**src/rtl/rv32_pkg.sv**
```systemverilog
// rv32_pkg: RV32I constants shared by the instruction encoder and decoder.
//   - base opcode values
//   - instruction format enum and output FIFO occupancy enum
//   - legal immediate ranges per format
package rv32_pkg;

    localparam logic [6:0] OP_R      = 7'b0110011;
    localparam logic [6:0] OP_IMM    = 7'b0010011;
    localparam logic [6:0] OP_LOAD   = 7'b0000011;
    localparam logic [6:0] OP_STORE  = 7'b0100011;
    localparam logic [6:0] OP_BRANCH = 7'b1100011;
    localparam logic [6:0] OP_LUI    = 7'b0110111;
    localparam logic [6:0] OP_AUIPC  = 7'b0010111;
    localparam logic [6:0] OP_JAL    = 7'b1101111;
    localparam logic [6:0] OP_JALR   = 7'b1100111;

    // funct3 values that turn OP_IMM into a shift-immediate
    localparam logic [2:0] F3_SLL = 3'b001;
    localparam logic [2:0] F3_SRX = 3'b101;

    typedef enum logic [2:0] {FMT_R, FMT_I, FMT_S, FMT_B, FMT_U, FMT_J} fmt_e;

    typedef enum logic [1:0] {OCC_EMPTY, OCC_PART, OCC_FULL} occ_e;

    localparam int IMM12_MIN = -2048;
    localparam int IMM12_MAX = 2047;
    localparam int IMM_B_MIN = -4096;
    localparam int IMM_B_MAX = 4094;
    localparam int IMM_J_MIN = -1048576;
    localparam int IMM_J_MAX = 1048574;

endpackage

```
**src/rtl/instr_fifo.sv**
```systemverilog
// instr_fifo: DEPTH x W output buffer with count-based full/empty.
//   clk, rst_n      clock, asynchronous active-low reset
//   flush           synchronous clear, wins over push/pop
//   push, wr_data   write request (ignored when full)
//   pop             read request (ignored when empty)
//   empty, full     occupancy flags
//   rd_data         head entry
module instr_fifo
    import rv32_pkg::*;
#(
    parameter int DEPTH = 2,
    parameter int W     = 42
) (
    input  logic         clk,
    input  logic         rst_n,
    input  logic         flush,
    input  logic         push,
    input  logic [W-1:0] wr_data,
    input  logic         pop,
    output logic         empty,
    output logic         full,
    output logic [W-1:0] rd_data
);

    localparam int PW = $clog2(DEPTH);
    localparam int CW = $clog2(DEPTH + 1);

    logic [W-1:0]  mem [DEPTH];
    logic [PW-1:0] wr_ptr, rd_ptr;
    logic [CW-1:0] count_q, count_d;
    occ_e          occ_q, occ_d;
    logic          push_ok, pop_ok;

    assign empty   = (occ_q == OCC_EMPTY);
    assign full    = (occ_q == OCC_FULL);
    assign push_ok = push && !full && !flush;
    assign pop_ok  = pop && !empty && !flush;
    assign rd_data = mem[rd_ptr];

    always_comb begin
        count_d = count_q;
        if (flush) begin
            count_d = '0;
        end else if (push_ok && !pop_ok) begin
            count_d = count_q + CW'(1);
        end else if (pop_ok && !push_ok) begin
            count_d = count_q - CW'(1);
        end
        occ_d = OCC_PART;
        if (count_d == '0) begin
            occ_d = OCC_EMPTY;
        end else if (count_d == CW'(DEPTH)) begin
            occ_d = OCC_FULL;
        end
    end

    always_ff @(posedge clk or negedge rst_n) begin
        if (!rst_n) begin
            count_q <= '0;
            occ_q   <= OCC_EMPTY;
            wr_ptr  <= '0;
            rd_ptr  <= '0;
        end else begin
            count_q <= count_d;
            occ_q   <= occ_d;
            if (flush) begin
                wr_ptr <= '0;
                rd_ptr <= '0;
            end else begin
                if (push_ok) wr_ptr <= wr_ptr + PW'(1);
                if (pop_ok)  rd_ptr <= rd_ptr + PW'(1);
            end
        end
    end

    always_ff @(posedge clk) begin
        if (push_ok) mem[wr_ptr] <= wr_data;
    end

endmodule

```
**src/rtl/instr_enc.sv**
```systemverilog
// instr_enc: packs decoded RV32I fields into a 32-bit instruction word,
// rejects illegal opcodes/immediates, tags legal words with a byte address
// and buffers them in an output FIFO.
//   clk, I_rst_n       clock, asynchronous active-low reset
//   I_flush            synchronous FIFO clear + address restore
//   I_valid/O_ready    field bundle handshake
//   I_op..I_imm        decoded fields (I_imm sign-extended)
//   O_valid/I_ready    FIFO head handshake
//   O_instr, O_addr    head word and its byte address
//   O_err, O_err_cnt   reject pulse and saturating reject count
module instr_enc
    import rv32_pkg::*;
#(
    parameter int ADDR_W    = 10,
    parameter int BASE_ADDR = 0,
    parameter int DEPTH     = 2
) (
    input  logic              clk,
    input  logic              I_rst_n,
    input  logic              I_flush,
    input  logic              I_valid,
    output logic              O_ready,
    input  logic [6:0]        I_op,
    input  logic [4:0]        I_rd,
    input  logic [2:0]        I_funct3,
    input  logic [4:0]        I_rs1,
    input  logic [4:0]        I_rs2,
    input  logic [6:0]        I_funct7,
    input  logic [31:0]       I_imm,
    output logic              O_valid,
    input  logic              I_ready,
    output logic [31:0]       O_instr,
    output logic [ADDR_W-1:0] O_addr,
    output logic              O_err,
    output logic [7:0]        O_err_cnt
);

    localparam logic [ADDR_W-1:0] BASE = ADDR_W'(BASE_ADDR);
    localparam logic [ADDR_W-1:0] STEP = ADDR_W'(4);

    fmt_e               fmt;
    logic               op_ok, imm_ok, is_shift, legal;
    logic               accept, push, reject;
    logic signed [31:0] imm_s;
    logic [31:0]        word;
    logic               rdy_q, err_q, fifo_empty, fifo_full;
    logic [7:0]         err_cnt_q;
    logic [ADDR_W-1:0]  addr_q;
    logic [31+ADDR_W:0] head;

    assign imm_s    = I_imm;
    assign is_shift = (I_op == OP_IMM) && (I_funct3 == F3_SLL || I_funct3 == F3_SRX);

    always_comb begin
        fmt   = FMT_R;
        op_ok = 1'b1;
        case (I_op)
            OP_R:                     fmt = FMT_R;
            OP_IMM, OP_LOAD, OP_JALR: fmt = FMT_I;
            OP_STORE:                 fmt = FMT_S;
            OP_BRANCH:                fmt = FMT_B;
            OP_LUI, OP_AUIPC:         fmt = FMT_U;
            OP_JAL:                   fmt = FMT_J;
            default:                  op_ok = 1'b0;
        endcase
    end

    always_comb begin
        word   = '0;
        imm_ok = 1'b1;
        case (fmt)
            FMT_R: word = {I_funct7, I_rs2, I_rs1, I_funct3, I_rd, I_op};
            FMT_I: begin
                if (is_shift) begin
                    word   = {I_funct7, I_imm[4:0], I_rs1, I_funct3, I_rd, I_op};
                    imm_ok = (I_imm[31:5] == '0);
                end else begin
                    word   = {I_imm[11:0], I_rs1, I_funct3, I_rd, I_op};
                    imm_ok = (imm_s >= IMM12_MIN) && (imm_s <= IMM12_MAX);
                end
            end
            FMT_S: begin
                word   = {I_imm[11:5], I_rs2, I_rs1, I_funct3, I_imm[4:0], I_op};
                imm_ok = (imm_s >= IMM12_MIN) && (imm_s <= IMM12_MAX);
            end
            FMT_B: begin
                word   = {I_imm[12], I_imm[10:5], I_rs2, I_rs1, I_funct3,
                          I_imm[4:1], I_imm[11], I_op};
                imm_ok = (imm_s >= IMM_B_MIN) && (imm_s <= IMM_B_MAX) && !I_imm[0];
            end
            FMT_U: begin
                word   = {I_imm[31:12], I_rd, I_op};
                imm_ok = (I_imm[11:0] == '0);
            end
            FMT_J: begin
                word   = {I_imm[20], I_imm[10:1], I_imm[11], I_imm[19:12], I_rd, I_op};
                imm_ok = (imm_s >= IMM_J_MIN) && (imm_s <= IMM_J_MAX) && !I_imm[0];
            end
            default: imm_ok = 1'b0;
        endcase
    end

    // a bundle offered during flush is consumed but neither pushed nor counted
    assign legal   = op_ok && imm_ok;
    assign O_ready = rdy_q && !fifo_full;
    assign accept  = I_valid && O_ready && !I_flush;
    assign push    = accept && legal;
    assign reject  = accept && !legal;

    always_ff @(posedge clk or negedge I_rst_n) begin
        if (!I_rst_n) begin
            rdy_q     <= 1'b0;
            addr_q    <= BASE;
            err_q     <= 1'b0;
            err_cnt_q <= '0;
        end else begin
            rdy_q <= 1'b1;
            err_q <= reject;
            if (I_flush) begin
                addr_q <= BASE;
            end else if (push) begin
                addr_q <= addr_q + STEP;
            end
            if (reject && err_cnt_q != '1) begin
                err_cnt_q <= err_cnt_q + 8'd1;
            end
        end
    end

    instr_fifo #(
        .DEPTH (DEPTH),
        .W     (32 + ADDR_W)
    ) u_fifo (
        .clk     (clk),
        .rst_n   (I_rst_n),
        .flush   (I_flush),
        .push    (push),
        .wr_data ({word, addr_q}),
        .pop     (I_ready),
        .empty   (fifo_empty),
        .full    (fifo_full),
        .rd_data (head)
    );

    // head fields are masked while empty so reset/flush show the idle values
    assign O_valid   = !fifo_empty;
    assign O_instr   = fifo_empty ? '0 : head[31+ADDR_W:ADDR_W];
    assign O_addr    = fifo_empty ? BASE : head[ADDR_W-1:0];
    assign O_err     = err_q;
    assign O_err_cnt = err_cnt_q;

endmodule

```
**config.mk**
```make
export PLATFORM = sky130hd
export DESIGN_NAME = instr_enc
export DESIGN_NICKNAME = d
export VERILOG_FILES = /design/src/rtl/rv32_pkg.sv /design/src/rtl/instr_fifo.sv /design/src/rtl/instr_enc.sv
export SDC_FILE = /design/constraint.sdc
export NUM_CORES = 1
export LEC_CHECK = 0
export BUFFER_PORTS_ARGS = -buffer_cell sky130_fd_sc_hd__buf_2
export CAP_MARGIN = 30
export CORE_MARGIN = 8
export CORE_UTILIZATION = 54
export DETAILED_ROUTE_END_ITERATION = 10
export PLACE_DENSITY = 0.78
export SYNTH_ARGS = -nofsm -noshare
export SYNTH_HDL_FRONTEND = slang
export SYNTH_SLANG_ARGS = --single-unit
```
**constraint.sdc**
```tcl
create_clock -name clk -period 3.9 [get_ports clk]
set_input_delay 0.39 -clock clk [delete_from_list [all_inputs] [get_ports clk]]
set_output_delay 0.39 -clock clk [all_outputs]
set_load 0.02 [all_outputs]
```
## After elaboration in Yosys (flattened, before gate mapping)

Memories as Yosys holds them, arrays and structs flattened.
Cells that the tools add are included.

| cells by class | value |
|---|---|
| bitwise operators | 0 |
| multiply operators | 0 |
| div/mod/pow operators | 0 |
| mux-type cells | 21 |
| shifts and indexed selects | 0 |
| eq/ne operators | 19 |
| reduce and logical (&&, ||, !) cells | 38 |
| add/subtract/negate cells | 6 |
| order comparisons | 6 |

Operators with widths:

| operator | number |
|---|---|
| one-hot mux 32 bit (6 select lines) | 1 |
| two-way mux 32 bit | 2 |
| greater-or-equal comparator 32 x 12 -> 1 bit (second input constant) | 1 |
| greater-or-equal comparator 32 x 13 -> 1 bit (second input constant) | 1 |
| greater-or-equal comparator 32 x 21 -> 1 bit (second input constant) | 1 |
| <= comparator 32 x 12 -> 1 bit (second input constant) | 1 |
| <= comparator 32 x 13 -> 1 bit (second input constant) | 1 |
| <= comparator 32 x 21 -> 1 bit (second input constant) | 1 |
| two-way mux 10 bit | 3 |
| zero test 27 bit | 1 |
| equality test 7 x 6 -> 1 bit (second input constant) | 3 |
| equality test 7 bit (second input constant) | 3 |
| logical AND 1 bit | 19 |
| one-hot mux 3 bit (5 select lines) | 1 |
| equality test 7 x 5 -> 1 bit (second input constant) | 2 |
| zero test 12 bit | 1 |
| adder 10 x 3 -> 10 bit (second input constant) | 1 |
| two-way mux 2 bit | 5 |
| equality test 3 bit (second input constant) | 3 |
| OR reduction 9 bit | 1 |
| adder 8 x 1 -> 8 bit (second input constant) | 1 |
| two-way mux 1 bit | 8 |
| inequality test 8 bit (second input constant) | 1 |
| equality test 7 x 2 -> 1 bit (second input constant) | 1 |
| 14 further kinds | 27 |

| storage, ports and cells | value |
|---|---|
| bits in latches | 0 |
| register bits | 26 |
| output and inout bits | 53 |
| logic and storage cells | 99 |
| bits in read-only memories | 0 |
| input port bits | 69 |
| memories kept | 1 |
| memory bits (writable) | 84 |

Memories:

| name | depth | width | rd ports | clocked after Yosys merged registers in | wr ports | line | text |
|---|---|---|---|---|---|---|---|
| u_fifo.mem | 2 | 42 | 1 | 0 | 1 | instr_fifo.sv:28 | `logic [W-1:0] mem [DEPTH];` |

## Logic depth before layout (Yosys ltp)

| logic depth | value |
|---|---|
| word-level depth | 17 |
| mapped depth | 11 |

## Cells and area by module

Synthesis repeated with hierarchy kept, for this count alone.

| second synthesis, totals | value |
|---|---|
| cell total of the unflattened synthesis | 432 |
| area, all modules | 5,370.2 µm² |

By module, submodules not included:

| module | sequential area each (µm²) | cells each | times used | area an instance (µm²) |
|---|---|---|---|---|
| instr_fifo | 2,647.5 | 163 | 1 | 3,330.7 |
| instr_enc | 450.4 | 269 | 1 | 2,039.5 |

## Least setup slack after synthesis

OpenSTA, ideal clock, no wires.

| path | value |
|---|---|
| path kind | input-to-reg |
| from | in I_op[3] |
| to | mem u_fifo.mem[0][10], enable pin |
| cell stages on the path | 10 |
| library setup time | 438 ps |
| slack | -113 ps |
| arrival | 3,576 ps |
| data required time | 3,462 ps |
| cell sequence | buf_6 nand4bb_4 nor2_4 or3_1 buf_6 a211o_1 o211ai_2 nand2_4 buf_6 nor2_1 |

| on the way | value |
|---|---|
| cells in the longest elaborated chain, start to end | 11 |
| elaborated cells on any way between the ends | 29 |
| those cells by class | 14 x eq/ne; 6 x mux; 9 x reduce/logical |

Ends and longest elaborated chain:

| item | line | text |
|---|---|---|
| start, declared | instr_enc.sv:23 | `input logic [6:0] I_op,` |
| equality test 7 x 5 -> 1 bit (tied with other cells) | instr_enc.sv:52, instr_enc.sv:57 |  |
| OR reduction 3 bit / OR reduction 2 bit (equally long branches) | -- |  |
| one-hot mux 3 bit (5 select lines) | instr_enc.sv:57 | `case (I_op)` |
| equality test 3 bit (tied with other cells) | instr_enc.sv:71 | `case (fmt)` |
| one-hot mux 1 bit (6 select lines) | instr_enc.sv:71 |  |
| logical AND 1 bit (*) | instr_enc.sv:104 | `assign legal = op_ok && imm_ok;` |
| logical AND 1 bit (*) | instr_enc.sv:107 | `assign push = accept && legal;` |
| logical AND 1 bit (*) (2 in series) | instr_fifo.sv:36 | `assign push_ok = push && !full && !flush;` |
| two-way mux 1 bit (*) | instr_fifo.sv:77 | `if (push_ok) mem[wr_ptr] <= wr_data;` |
| two-way mux 1 bit (not written as such) (*) | instr_fifo.sv:77 |  |
| end, declared | instr_fifo.sv:28 |  |

Every way passes the cells marked *; elsewhere a longest branch is shown, timed or not.

## Final worst setup path

| path | value |
|---|---|
| from | in I_op[3] |
| to | mem u_fifo.mem[1][12], enable pin |

Same word-level chain as after synthesis.

==> flow_summary_export.csv <==
group,metric,value,unit
grt,grt_pass1_vias,3962,
worst_setup_path,crit_slowest_cell,"and3_2",
routing,wl_per_cell,18.6,µm
synth,ys_warn_count,0,
synth,ys_seq_elements,103,
grt,grt_pass1_wl,20200,µm
worst_setup_path,worstPathMaxFanout,21,
worst_setup_path,path_buf_inv,3,
synth,synth_top_area_share,47.2,%
worst_setup_path,cp-start-kind,"input port",
floorplanning,ioPinCount,122,
clock_tree,cts_tree,"built",
worst_setup_path,cp_slowest_stage_delay,0.61,ns
grt,grt-ovfl-total,0,
power_and_ir_drop,power_density,352,nW/µm²
floorplanning,core_area,9200,µm²
clock_tree,clk_pin_slew,0.08,ns
power_and_ir_drop,p_leak,2.41,nW
worst_setup_path,critPathRequiredTime,3.97,ns
timing,final.min_clock_period,2.83,ns
worst_setup_path,startpoint,"I_op[3]",
synth,synth_cells,441,
placed_design,port_buffers,119,
worst_setup_path,cpLargestDelayFamily,"compound AO/OA/AOI/OAI gates",
timing,max_slew_margin,58.2,%
timing,slew_violations,0,
clock_tree,cts.sinks,103,
worst_setup_path,crit_arrival,2.90,ns
clock_tree,post-cts-setup-buffers,0,
worst_setup_path,crit_cells,9,
floorplanning,start_util,55.3,%
timing,worst_pin_slew,0.625,ns
synth,synth-async-reset-ratio,22.3,%
floorplanning,die_y,113,µm
synth,synth_ff_type,"edfxtp_1",
synth,muxShareOfSynthArea,8.71,%
clock_tree,cts-root-buf,"clkbuf_8",
final_layout,final_common_cell,"buf_2",
routing,viasPerCell,5.82,
grt,grtUsageTotal,20.0,%
final_layout,num-fill-cells,718,
timing,setup_viol,0,
timing,final.period_utilization,72.7,%
timing,rsz0062_at_grt,"no",
min_path,holdPathStages,1,
timing,finClkSkew,0.0111,ns
final_layout,final_cell_mix,"119 x buf_2, 80 x edfxtp_1, 72 x nand2_1",
timing,setup_tns,0,ns
clock_tree,clock_path_buffers,2,
routing,drt_pass1_iterations,5,
min_path,min_from,"I_op[5]",
run,maxCapViolCount,0,
final_layout,n_antenna_cell,0,
synth,synth_edf_count,80,
synth,syn_area,5080,µm²
worst_setup_path,r2r_cells,6,
worst_setup_path,timing.rr.start,"u_fifo.occ_q[0]",
synth,synth_compound_area_share,7.23,%
timing,finalHoldViolCount,0,
clock_tree,clk_latency,0.37,ns
timing,clock.fmax,353,MHz
synth,synthAdderAreaFrac,0.492,%
min_path,min_path_type,"in2reg",
floorplanning,num_rows,35,
routing,wl,12500,µm
power_and_ir_drop,ir_drop,0.323,mV
routing,route.detailed.drc,0,
final_layout,drive_gt1_share,29.8,%
placed_design,place_congestion,0.897,
synth,syn_area_per_cell,11.5,µm²
clock_tree,htreeDepth,3,
run_status,status,"finished clean",
final_layout,fin_cells,671,
synth,synth-xor-area-share,2.24,%
synth,synth_top_family_by_area,"simple AND/OR/NAND/NOR gates",
synth,synth_top_area_cell,"edfxtp_1",
floorplanning,die_x,113,µm
worst_setup_path,path_class,"in2reg",
routing,antenna_left,0,
final_layout,fin_nets,626,
grt,grt_max_degree,41,
placed_design,placed_cells,653,
final_layout,syn_to_final_growth,17.3,%
placed_design,hpwl,9260,µm
clock_tree,cts_buffers,9,
worst_setup_path,path_cells,"buf_2 > nand3b_4 > nor3_2 > buf_4 > a21oi_2 > o32ai_2 > o211ai_2 > and3_2 > buf_12",
power_and_ir_drop,total_power,2.10,mW
synth,ys_types,63,
synth,synthSimpleGateAreaFrac,19.5,%
synth,ys_top_cells_by_area,"edfxtp_1 47%, dfrtp_1 11%, mux2i_1 8.3%",
routing,dr.first_iter.drc_count,328,
worst_setup_path,critical_path.endpoint_type,"register",
routing,routed-via-count,3905,
grt,grt_antenna_before_repair,0,
floorplanning,dieArea,12800,µm²
synth,synth_sequential_area_ratio,58.6,%
timing,holdWs,0.277,ns
final_layout,final_core_util,64.8,%
## worst reg2reg max path, delay by kind of cell, from the launching register on
kind | cells | cell delay (ns)
flip-flops | 1 | 0.43
buffers and inverters | 2 | 0.35
AO/OA/AOI/OAI | 1 | 0.24
AND/OR/NAND/NOR | 3 | 1.27
## kinds of logic after synthesis
group                      after synthesis
buffers and inverters                   30
adders and majority gates                2
and+or+nand+nor                        199
muxes                                   44
xor gates and xnor gates                13
DFF                                    103
AOI/OAI and AO/OA                       48
other                                    2
## synth_stat cells (2+ instances only)
cell type and count:
o31ai_1 2, and3_2 2, or4_1 4, inv_1 5
nor4_1 8, nor3_1 8, xor2_1 4, mux2i_1 42
o21a_1 2, nor2_1 58, xnor2_1 9, or2_2 4
buf_1 3, a31oi_1 2, a22oi_1 10, buf_6 4
nand2_1 72, a211o_1 3, nand3b_1 3, o21ai_0 5
or3_1 2, dlygate4sd1_1 2, nor2_4 2, nand3_1 4
clkbuf_1 14, and3_1 2, edfxtp_1 80, dfrtp_1 23
ha_1 2, a21oi_1 7, mux2_2 2, conb_1 2
nand4_1 18, buf_4 2
## report_power, final
group / internal (mW) / switching, mW
registers: 1.21 / 0.0337
clock network: 0.254 / 0.363
logic: 0.0927 / 0.147
## worst paths after layout
kind	end	slack, ns
worst max-delay path	u_fifo.mem[1][12]	1.07
worst min-delay path	u_fifo.mem[0][15]	0.28
worst max register to register	u_fifo.mem[1][12]	1.32
worst min register to register	O_err_cnt[4]	0.49
max in group asynchronous	u_fifo.rd_ptr	3.01
min in group asynchronous	addr_q[5]	0.52
## repair_timing
item / in CTS / in global routing
hold buffers: 1 / 0
endpoints found under the hold margin: 21 / 0
gates resized for setup: 0 / 0
## per-layer routing
metal,GRT usage [%],up-vias,part of all wire (%)
met2,32.6,198,47
met3,4.58,25,8.2
met1,25.3,1844,42
li1,-,1838,-
met5,0,-,0
met4,7.99,0,2.3
## per-stage QoR
stage               setup slack, ns  cell area (µm²)
global placement              0.835             5750
CTS                            1.09             5940
floorplan                     0.573             5090
detailed placement            0.709             5750
finish                         1.07             5960
global route                  0.922             5960
## flip-flops by register name, summed over array words and instances (netlist names)
register	count
u_fifo.wr_ptr	1
u_fifo.rd_ptr	1
O_err	1
rdy_q	1
u_fifo.occ_q	2
addr_q	8
O_err_cnt	8
u_fifo.mem	80
u_fifo.count_q	1
## final cells by class
type | instances | area [µm²] | area share (%)
repair buffers | 127 | 683 | 11.5
flip-flops and latches | 103 | 2980 | 50.0
clock buffers | 11 | 141 | 2.37
multi-input cells | 309 | 1960 | 32.9
well taps | 111 | 139 | 2.33
inverters | 5 | 18.8 | 0.315
clock inverters | 5 | 41.3 | 0.692
No activity file was read; power rests on OpenSTA's default activity.
